**src/rtl/t05_i2c_status_writer_pkg.sv**
```systemverilog
`default_nettype none
// +----------------------------------------------------------------------+
// | t05_i2c_pkg                                                          |
// | Bus-phase enum and slot constants for the I2C status writer.         |
// | The display-control stage uses the same i2c_phase_t encoding.        |
// | Rev 1.0 - initial release                                            |
// +----------------------------------------------------------------------+
package t05_i2c_pkg;

    typedef enum logic [2:0] {
        I2C_IDLE  = 3'd0,
        I2C_START = 3'd1,
        I2C_ADDR  = 3'd2,
        I2C_DATA  = 3'd3,
        I2C_ACK   = 3'd4,
        I2C_STOP  = 3'd5,
        I2C_NACK  = 3'd6,
        I2C_DONE  = 3'd7
    } i2c_phase_t;

    localparam int I2C_SLOT_TICKS = 4;
    localparam int I2C_BITS       = 8;
    localparam int I2C_MAX_RETRY  = 3;

endpackage
`default_nettype wire

```
**src/rtl/t05_i2c_status_writer_if.sv**
```systemverilog
`default_nettype none
// +----------------------------------------------------------------------+
// | t05_i2c_status_writer_if                                             |
// | Request/status handshake plus open-drain bus pins of the writer.     |
// | Rev 1.0 - initial release                                            |
// +----------------------------------------------------------------------+
interface t05_i2c_status_writer_if;
    import t05_i2c_pkg::*;

    logic       send_req;
    logic [7:0] send_data;
    logic       busy;
    logic       done;
    logic       nack;
    i2c_phase_t i2c_state;
    logic       sda_i;
    logic       scl_o;
    logic       sda_oe;

    // master: the write engine; slave: the controller / bus side feeding it
    modport master (
        input  send_req, send_data, sda_i,
        output busy, done, nack, i2c_state, scl_o, sda_oe
    );

    modport slave (
        output send_req, send_data, sda_i,
        input  busy, done, nack, i2c_state, scl_o, sda_oe
    );

endinterface
`default_nettype wire

```
**src/rtl/t05_i2c_status_writer_tick_gen.sv**
```systemverilog
`default_nettype none
// +----------------------------------------------------------------------+
// | t05_i2c_tick_gen                                                     |
// | Quarter-bit tick: one pulse every CLK_DIV cycles after a clear.      |
// | Rev 1.0 - initial release                                            |
// +----------------------------------------------------------------------+
module t05_i2c_tick_gen #(
    parameter int CLK_DIV = 16
) (
    input  wire logic clk,
    input  wire logic rst,
    input  wire logic clr,
    output logic      tick
);

    localparam int             c_W    = $clog2(CLK_DIV);
    localparam logic [c_W-1:0] c_LAST = c_W'(CLK_DIV - 1);

    logic [c_W-1:0] r_cnt;

    always_ff @(posedge clk or posedge rst) begin
        if (rst) begin
            r_cnt <= '0;
        end else if (clr) begin
            r_cnt <= '0;
        end else if (r_cnt == c_LAST) begin
            r_cnt <= '0;
        end else begin
            r_cnt <= r_cnt + 1'b1;
        end
    end

    assign tick = (r_cnt == c_LAST);

endmodule
`default_nettype wire

```
**src/rtl/t05_i2c_status_writer.sv**
```systemverilog
`default_nettype none
// +----------------------------------------------------------------------+
// | t05_i2c_status_writer                                                |
// | Single-byte I2C master write of a status byte to DEV_ADDR.           |
// | Optional: T05_I2C_RETRY_EN restarts up to 3 times after a NACK.      |
// | Rev 1.0 - initial release                                            |
// +----------------------------------------------------------------------+
module t05_i2c_status_writer
    import t05_i2c_pkg::*;
#(
    parameter int         CLK_DIV  = 16,
    parameter logic [6:0] DEV_ADDR = 7'h27
) (
    input  wire logic               clk,
    input  wire logic               rst,
    t05_i2c_status_writer_if.master bus
);

    localparam logic [1:0] c_PH_LAST   = 2'(I2C_SLOT_TICKS - 1);
    localparam logic [2:0] c_BIT_LAST  = 3'(I2C_BITS - 1);
    localparam logic [7:0] c_ADDR_BYTE = {DEV_ADDR, 1'b0};

    i2c_phase_t r_state;
    logic [1:0] r_ph;
    logic [2:0] r_bit;
    logic [7:0] r_shift;
    logic [7:0] r_data;
    logic       r_in_data;
    logic       r_ack;
    logic       r_nack_flag;
    logic       r_scl;
    logic       r_sda_oe;
    logic       r_busy;
    logic       r_done;
    logic       r_nack;
`ifdef T05_I2C_RETRY_EN
    logic [1:0] r_retry;
`endif

    logic w_tick;
    logic w_accept;

    // DONE counts as the first IDLE cycle so a held request runs back-to-back
    assign w_accept = bus.send_req && ((r_state == I2C_IDLE) || (r_state == I2C_DONE));

    t05_i2c_tick_gen #(
        .CLK_DIV (CLK_DIV)
    ) u_tick (
        .clk  (clk),
        .rst  (rst),
        .clr  (w_accept),
        .tick (w_tick)
    );

    always_ff @(posedge clk or posedge rst) begin
        if (rst) begin
            r_state     <= I2C_IDLE;
            r_ph        <= 2'd0;
            r_bit       <= 3'd0;
            r_shift     <= 8'd0;
            r_data      <= 8'd0;
            r_in_data   <= 1'b0;
            r_ack       <= 1'b0;
            r_nack_flag <= 1'b0;
            r_scl       <= 1'b1;
            r_sda_oe    <= 1'b0;
            r_busy      <= 1'b0;
            r_done      <= 1'b0;
            r_nack      <= 1'b0;
`ifdef T05_I2C_RETRY_EN
            r_retry     <= 2'd0;
`endif
        end else begin
            r_done <= 1'b0;
            r_nack <= 1'b0;
            if (w_accept) begin
                r_data      <= bus.send_data;
                r_shift     <= c_ADDR_BYTE;
                r_state     <= I2C_START;
                r_ph        <= 2'd0;
                r_bit       <= 3'd0;
                r_in_data   <= 1'b0;
                r_nack_flag <= 1'b0;
                r_busy      <= 1'b1;
`ifdef T05_I2C_RETRY_EN
                r_retry     <= 2'd0;
`endif
            end else if (r_state == I2C_DONE) begin
                r_state <= I2C_IDLE;
            end else if (r_state != I2C_IDLE && w_tick) begin
                r_ph <= r_ph + 2'd1;
                case (r_state)
                    I2C_START: begin
                        if (r_ph == 2'd1) begin
                            r_sda_oe <= 1'b1;
                        end else if (r_ph == c_PH_LAST) begin
                            r_scl   <= 1'b0;
                            r_bit   <= 3'd0;
                            r_state <= I2C_ADDR;
                        end
                    end
                    I2C_ADDR, I2C_DATA: begin
                        case (r_ph)
                            2'd0: begin
                                r_scl    <= 1'b0;
                                r_sda_oe <= ~r_shift[7];
                            end
                            2'd1: r_scl <= 1'b1;
                            2'd3: begin
                                r_scl   <= 1'b0;
                                r_shift <= {r_shift[6:0], 1'b0};
                                r_bit   <= r_bit + 3'd1;
                                if (r_bit == c_BIT_LAST) begin
                                    r_state <= I2C_ACK;
                                end
                            end
                            default: ;
                        endcase
                    end
                    I2C_ACK: begin
                        case (r_ph)
                            2'd0: r_sda_oe <= 1'b0;
                            2'd1: r_scl    <= 1'b1;
                            2'd2: r_ack    <= bus.sda_i;
                            2'd3: begin
                                r_scl <= 1'b0;
                                if (r_ack) begin
                                    r_state <= I2C_NACK;
                                end else if (r_in_data) begin
                                    r_state <= I2C_STOP;
                                end else begin
                                    r_shift   <= r_data;
                                    r_in_data <= 1'b1;
                                    r_state   <= I2C_DATA;
                                end
                            end
                            default: ;
                        endcase
                    end
                    I2C_NACK: begin
                        if (r_ph == 2'd0) begin
                            r_sda_oe <= 1'b1;
                            r_scl    <= 1'b0;
                        end else if (r_ph == c_PH_LAST) begin
                            r_nack_flag <= 1'b1;
                            r_state     <= I2C_STOP;
                        end
                    end
                    I2C_STOP: begin
                        case (r_ph)
                            2'd0: begin
                                r_sda_oe <= 1'b1;
                                r_scl    <= 1'b0;
                            end
                            2'd1: r_scl    <= 1'b1;
                            2'd2: r_sda_oe <= 1'b0;
                            2'd3: begin
`ifdef T05_I2C_RETRY_EN
                                if (r_nack_flag && (r_retry != 2'(I2C_MAX_RETRY))) begin
                                    r_retry     <= r_retry + 2'd1;
                                    r_nack_flag <= 1'b0;
                                    r_in_data   <= 1'b0;
                                    r_shift     <= c_ADDR_BYTE;
                                    r_state     <= I2C_START;
                                end else begin
                                    r_state <= I2C_DONE;
                                    r_done  <= 1'b1;
                                    r_nack  <= r_nack_flag;
                                    r_busy  <= 1'b0;
                                end
`else
                                r_state <= I2C_DONE;
                                r_done  <= 1'b1;
                                r_nack  <= r_nack_flag;
                                r_busy  <= 1'b0;
`endif
                            end
                            default: ;
                        endcase
                    end
                    default: ;
                endcase
            end
        end
    end

    assign bus.scl_o     = r_scl;
    assign bus.sda_oe    = r_sda_oe;
    assign bus.busy      = r_busy;
    assign bus.done      = r_done;
    assign bus.nack      = r_nack;
    assign bus.i2c_state = r_state;

endmodule
`default_nettype wire
```
**src/flat_wrapper.sv**
```systemverilog
// flat-port wrapper written by rule: the top's interface ports become plain ports
module t05_i2c_status_writer_flat import t05_i2c_pkg::*;
#(
    parameter int         CLK_DIV  = 16,
    parameter logic [6:0] DEV_ADDR = 7'h27
)
  (clk, rst, bus_send_req, bus_send_data, bus_sda_i, bus_busy, bus_done, bus_nack, bus_i2c_state, bus_scl_o, bus_sda_oe);
  t05_i2c_status_writer_if bus_i ();
  input  wire logic clk;
  input  wire logic rst;
  input wire logic [$bits(bus_i.send_req)-1:0] bus_send_req;
  input wire logic [$bits(bus_i.send_data)-1:0] bus_send_data;
  input wire logic [$bits(bus_i.sda_i)-1:0] bus_sda_i;
  output wire logic [$bits(bus_i.busy)-1:0] bus_busy;
  output wire logic [$bits(bus_i.done)-1:0] bus_done;
  output wire logic [$bits(bus_i.nack)-1:0] bus_nack;
  output wire logic [$bits(bus_i.i2c_state)-1:0] bus_i2c_state;
  output wire logic [$bits(bus_i.scl_o)-1:0] bus_scl_o;
  output wire logic [$bits(bus_i.sda_oe)-1:0] bus_sda_oe;
  assign bus_i.send_req = bus_send_req;
  assign bus_i.send_data = bus_send_data;
  assign bus_i.sda_i = bus_sda_i;
  assign bus_busy = bus_i.busy;
  assign bus_done = bus_i.done;
  assign bus_nack = bus_i.nack;
  assign bus_i2c_state = bus_i.i2c_state;
  assign bus_scl_o = bus_i.scl_o;
  assign bus_sda_oe = bus_i.sda_oe;
  t05_i2c_status_writer #(.CLK_DIV(CLK_DIV), .DEV_ADDR(DEV_ADDR)) u_core (.clk(clk), .rst(rst), .bus(bus_i));
endmodule
```
**config.mk**
```make
export PLATFORM = sky130hd
export DESIGN_NAME = t05_i2c_status_writer_flat
export DESIGN_NICKNAME = d
export VERILOG_FILES = /design/src/rtl/t05_i2c_status_writer_pkg.sv /design/src/rtl/t05_i2c_status_writer_if.sv /design/src/rtl/t05_i2c_status_writer_tick_gen.sv /design/src/rtl/t05_i2c_status_writer.sv /design/src/flat_wrapper.sv
export SDC_FILE = /design/constraint.sdc
export NUM_CORES = 1
export LEC_CHECK = 0
export ABC_AREA = 1
export CAP_MARGIN = 30
export CORE_UTILIZATION = 35
export CTS_CLUSTER_DIAMETER = 100
export DETAILED_ROUTE_END_ITERATION = 10
export SLEW_MARGIN = 20
export SYNTH_ARGS = -nofsm -noshare
export SYNTH_HDL_FRONTEND = slang
export SYNTH_SLANG_ARGS = --single-unit
```
**constraint.sdc**
```tcl
create_clock -name clk -period 4 [get_ports clk]
set_clock_uncertainty 0.15 [all_clocks]
set_input_delay 1 -clock clk [delete_from_list [all_inputs] [get_ports clk]]
set_output_delay 1 -clock clk [all_outputs]
set_load 0.05 [all_outputs]
```
# Word-level counts from Yosys, hierarchy flattened
# Index checks and enable logic that the tools add are counted.
# word_totals
reg_bits	36
out_inout_bits	8
elab_cells	159
# classes
addsub	3
n_eq_ne	39
n_mux	72
bitwise	3
reduce_logical	28
# op_table
op	n
2-to-1 mux 3 bit	19
2-to-1 mux 8 bit	7
2-to-1 mux 1 bit	32
!= test 4 x 2 -> 1 bit (second input constant)	6
AND reduction 10 bit	2
case mux 8 bit (2 select lines)	1
== test 3 bit (second input constant)	5
!= test 3 x 2 -> 1 bit (second input constant)	5
case mux 3 bit (5 select lines)	1
AND reduction 5 bit	3
nonzero test 3 bit	4
!= test 2 x 1 -> 1 bit (second input constant)	5
case mux 1 bit (5 select lines)	2
nonzero test 2 bit	5
!= test 3 bit (second input constant)	3
AND reduction 9 bit	1
2-to-1 mux 4 bit	2
!= test 2 bit (second input constant)	4
!= test 4 x 3 -> 1 bit (second input constant)	2
case mux 1 bit (2 select lines)	4
AND reduction 7 bit	1
nonzero test 7 bit	1
== test 3 x 2 -> 1 bit (second input constant)	2
2-to-1 mux 2 bit	3
19 further kinds	25

# Logic depth before layout (Yosys ltp)
# depth
depth_word	7
depth_mapped	10
ltp_nobuf	10

# Hierarchy
# Synthesis repeated with hierarchy kept, for this count alone.
# unflattened
cells_unflattened	265
area_unflattened_um2	2006.9
# modules_own_cells
mod	n_inst	cells_per_inst	area_per_inst_um2
t05_i2c_status_writer	1	242	1814.2
t05_i2c_tick_gen	1	23	192.7

# Worst setup path before layout
# OpenSTA, ideal clock, no wires.
# synth_path
path_type	input-to-reg
from	input port bus_send_req
to	register u_core.r_state[0] (netlist: u_core.bus.i2c_state[0])
setup_ns	0.118
arrival_ns	1.563
path_slack_ns	2.169
path_stages	7
path_buffers	0
cell_sequence	inv_1 > nand3_1 > nand2_1 > nor2_1 > nand3_1 > nand2_1 > nand2_1
# synth_between
elab_chain_len	3
# synth_rtl
item	line_no	rtl
start: declaration	flat_wrapper.sv:11	input wire logic [$bits(bus_i.send_req)-1:0] bus_send_req;
logical AND 1 bit *	t05_i2c_status_writer.sv:44	assign w_accept = bus.send_req && ((r_state == I2C_IDLE) || (r_state == I2C_DONE));
!= test 4 x 2 -> 1 bit (no line) (tied with other cells)	--	
AND reduction 10 bit (no line)	--	
end signal: assignment	t05_i2c_status_writer.sv:57	r_state <= I2C_IDLE;
end signal: assignment	t05_i2c_status_writer.sv:79	r_state <= I2C_START;
end signal: assignment	t05_i2c_status_writer.sv:89	r_state <= I2C_IDLE;
end: declaration	t05_i2c_status_writer.sv:23	i2c_phase_t r_state;
# Mark *: on every way between the ends. The rest lies on a longest branch, timed or not.
# A chain may end at the register's enable or synchronous reset.

# Final worst setup path
# layout_path
from	register u_core.r_state[1] (netlist: u_core.bus.i2c_state[1])
to	output port bus_i2c_state[1]
# layout_rtl
item	line_no	rtl
end: declaration	flat_wrapper.sv:17	output wire logic [$bits(bus_i.i2c_state)-1:0] bus_i2c_state;
# No word-level cell between the ends.

==> metrics.yaml <==
post_cts_buffers: 0
r2r_end: "u_core.bus.i2c_state[1]"
overflow: 0
cp_cell_sequence: "clkdlybuf4s50_1"
design.portCount: 20
crit_end: "bus_i2c_state[1]"
max_slew.worst_pin.slew_ns: 0.489
area_growth_pct: 15.0
antennaDiodeCount: 0
fin_util_pct: 42.7
synth.net_count: 285
vias: 1714
netlist_area_sq_mm: 0.00208
die_y_um: 79.2
end_kind: "output pin"
finalSetupViolations: 0
max_stage_delay_ns: 0.89
crit_arrival_ns: 1.82
finalHoldViolations: 0
start_kind: "flip-flop"
path_depth: 1
tritoncts: "yes"
drtAntennaViolNets: 0
dp_hpwl_mm: 2.86
root_buffer: "clkbuf_8"
outcome: "finished clean"
nets: 305
core-area_sq_mm: 0.00561
worstRegToRegCells: 7
slowest_stage: "clkdlybuf4s50_1"
clk_pin_slew_ns: 0.08
synth_common_cells: "nand2_1, dfrtp_1, inv_1"
numCtsBuffers: 5
slew_violations: 0
synth-seq-cells: 36
place_congestion: 0.843
required_ns: 2.85
drc: 0
critPathMaxFanout: 11
antenna_found_initial: 0
p_sw_mw: 0.729
synth_edf_count: 0
rrSetupSlack_ns: 2.01
relSlewSlack_pct: 67.3
die-area_sq_mm: 0.00626
critPathTopFamily: "buffers and inverters"
cts_resized: 0
fp.dieW_um: 79.2
swShare_pct: 45.3
combPwrFrac_pct: 46.8
hold_ws_ns: 0.319
holdPathStages: 2
cts_hold_buffers: 0
wl_per_cell_um: 11.7
port_buffers: 19
rows: 27
grt_max_degree: 37
viasPerCell: 4.77
post-synth-top-count-cell: "nand2_1"
start_util_pct: 37.1
ir_worst_vdd_v: 0.000355
ys.warnings.count: 0
period_needed_ns: 2.97
ys_top_cells_by_area: "dfrtp_1, nand2_1, nand3_1"
async_reset_ff_share_pct: 100
worstHoldStart: "u_core.bus.scl_o"
p_int_mw: 0.880
max_freq_ghz: 0.337
setup_tns_ns: 0
grt_pass1_wl_mm: 7.53
cts_buffer_depth: 2
layout-drive-gt1-share_pct: 9.06
rr_startpoint: "u_core.bus.i2c_state[2]"
cts_sinks: 36
p_leak_nw: 1.23
first_pass_iters: 7
synth_largest_area_cell: "dfrtp_1"
rsz0062_at_grt: "false"
grt_use_total_pct: 15.5
seq_area_frac_synth_pct: 43.3
drv_cap: 0
worst-path-buf-inv: 1
cp-startpoint: "u_core.bus.i2c_state[1]"
min_period_over_period_pct: 74.1
avgSynthCellArea_sq_um: 7.83
cts_htree_levels: 2
crit_type: "flip-flop to output pin"
drtIter0Drc: 108
yosysTopAreaCellShare_pct: 42.0
worstSkewPairLatency_ns: 0.28
synth_flop_cell: "dfrtp_1"
p_per_area_mw_per_mm2: 672
grt_pass1_vias: 1600
clkPwrFrac_pct: 16.7
hold_class: "flip-flop to flip-flop"
p_seq_share_pct: 36.6
synthCells: 266
ys_types: 29
routed_wl_mm: 4.21
how the worst min path moves through the flow:
stage                                  end  slack (ns)
floorplan                u_core.r_shift[7]        0.29
global placement    u_core.u_tick.r_cnt[0]        0.31
detailed placement  u_core.u_tick.r_cnt[0]        0.31
CTS                 u_core.u_tick.r_cnt[0]        0.32
global route        u_core.u_tick.r_cnt[0]        0.33
finish                    u_core.bus.scl_o        0.32
stage by stage:
step	instances	power (mW)	cell area [sq um]	setup slack (ns)
finish	359	1.61	2400	1.03
floorplan	266	1.21	2080	2.05
CTS	359	1.62	2400	1.02
detailed placement	351	1.34	2310	1.34
global route	359	1.76	2400	0.974
global placement	351	1.34	2310	1.36
flip-flops by register name, indices dropped and copies added, names as in the netlist:
name,cells
u_core.r_shift,8
u_core.r_bit,3
u_core.bus.i2c_state,3
u_core.bus.busy,1
u_core.bus.done,1
u_core.bus.nack,1
u_core.r_data,8
u_core.r_ph,2
u_core.bus.sda_oe,1
u_core.u_tick.r_cnt,4
u_core.r_ack,1
u_core.r_nack_flag,1
u_core.bus.scl_o,1
u_core.r_in_data,1
power by group through the flow:
| stage | clock (mW) | sequential [mW] | combinational (mW) |
|---|---|---|---|
| 4_1_cts | 0.277 | 0.589 | 0.759 |
| 2_1_floorplan | 0 | 0.603 | 0.608 |
| 6_report | 0.268 | 0.588 | 0.753 |
| 3_5_place_dp | 0 | 0.594 | 0.751 |
| 3_3_place_gp | 0 | 0.591 | 0.747 |
| 5_1_grt | 0.293 | 0.606 | 0.866 |
layout make-up:
cell class	instances	area, sq um
Multi-Input combinational cell	185	973
Sequential cell	36	902
Timing Repair Buffer	20	198
Clock buffer	8	90.1
Inverter	38	143
Tap cell	72	90.1
Fill cell	573	3210
layout by cell type (no fill, tap or decap):
cell type        instances
nand2_1                 84
inv_1                   35
dfrtp_1                 35
nand3_1                 30
clkdlybuf4s50_1         19
o21ai_0                 15
nor2_1                  12
ha_1                     7
a21oi_1                  6
nand4_1                  6
clkbuf_8                 6
o211ai_1                 4
inv_2                    3
nand3_4                  3
nor3_1                   3
nand2_4                  2
nand2_2                  2
nor2_4                   2
nand3_2                  2
clkbuf_1                 2
o21ai_2                  1
nor2_2                   1
a21oi_4                  1
o21ai_1                  1
nor4_1                   1
xor2_1                   1
or2_2                    1
buf_4                    1
dfstp_2                  1
per-layer routing:
metal,part of all wire (%),track usage [%],up-vias
li1,-,-,895
met1,50,21.3,775
met2,45,23.4,38
met3,3.4,3.45,6
met4,1.6,6.18,0
met5,0,0,-
logic make-up after synthesis:
logic type | count (synthesis) | share of synthesized area, %
AOI/OAI and AO/OA | 28 | 7.93
buffers and inverters | 45 | 9.97
and+or+nand+nor | 149 | 34.2
xor gates and xnor gates | 1 | 0.420
DFF | 36 | 43.3
adders and majority gates | 7 | 4.20
Note: power is estimated with default switching activity, not from simulation.
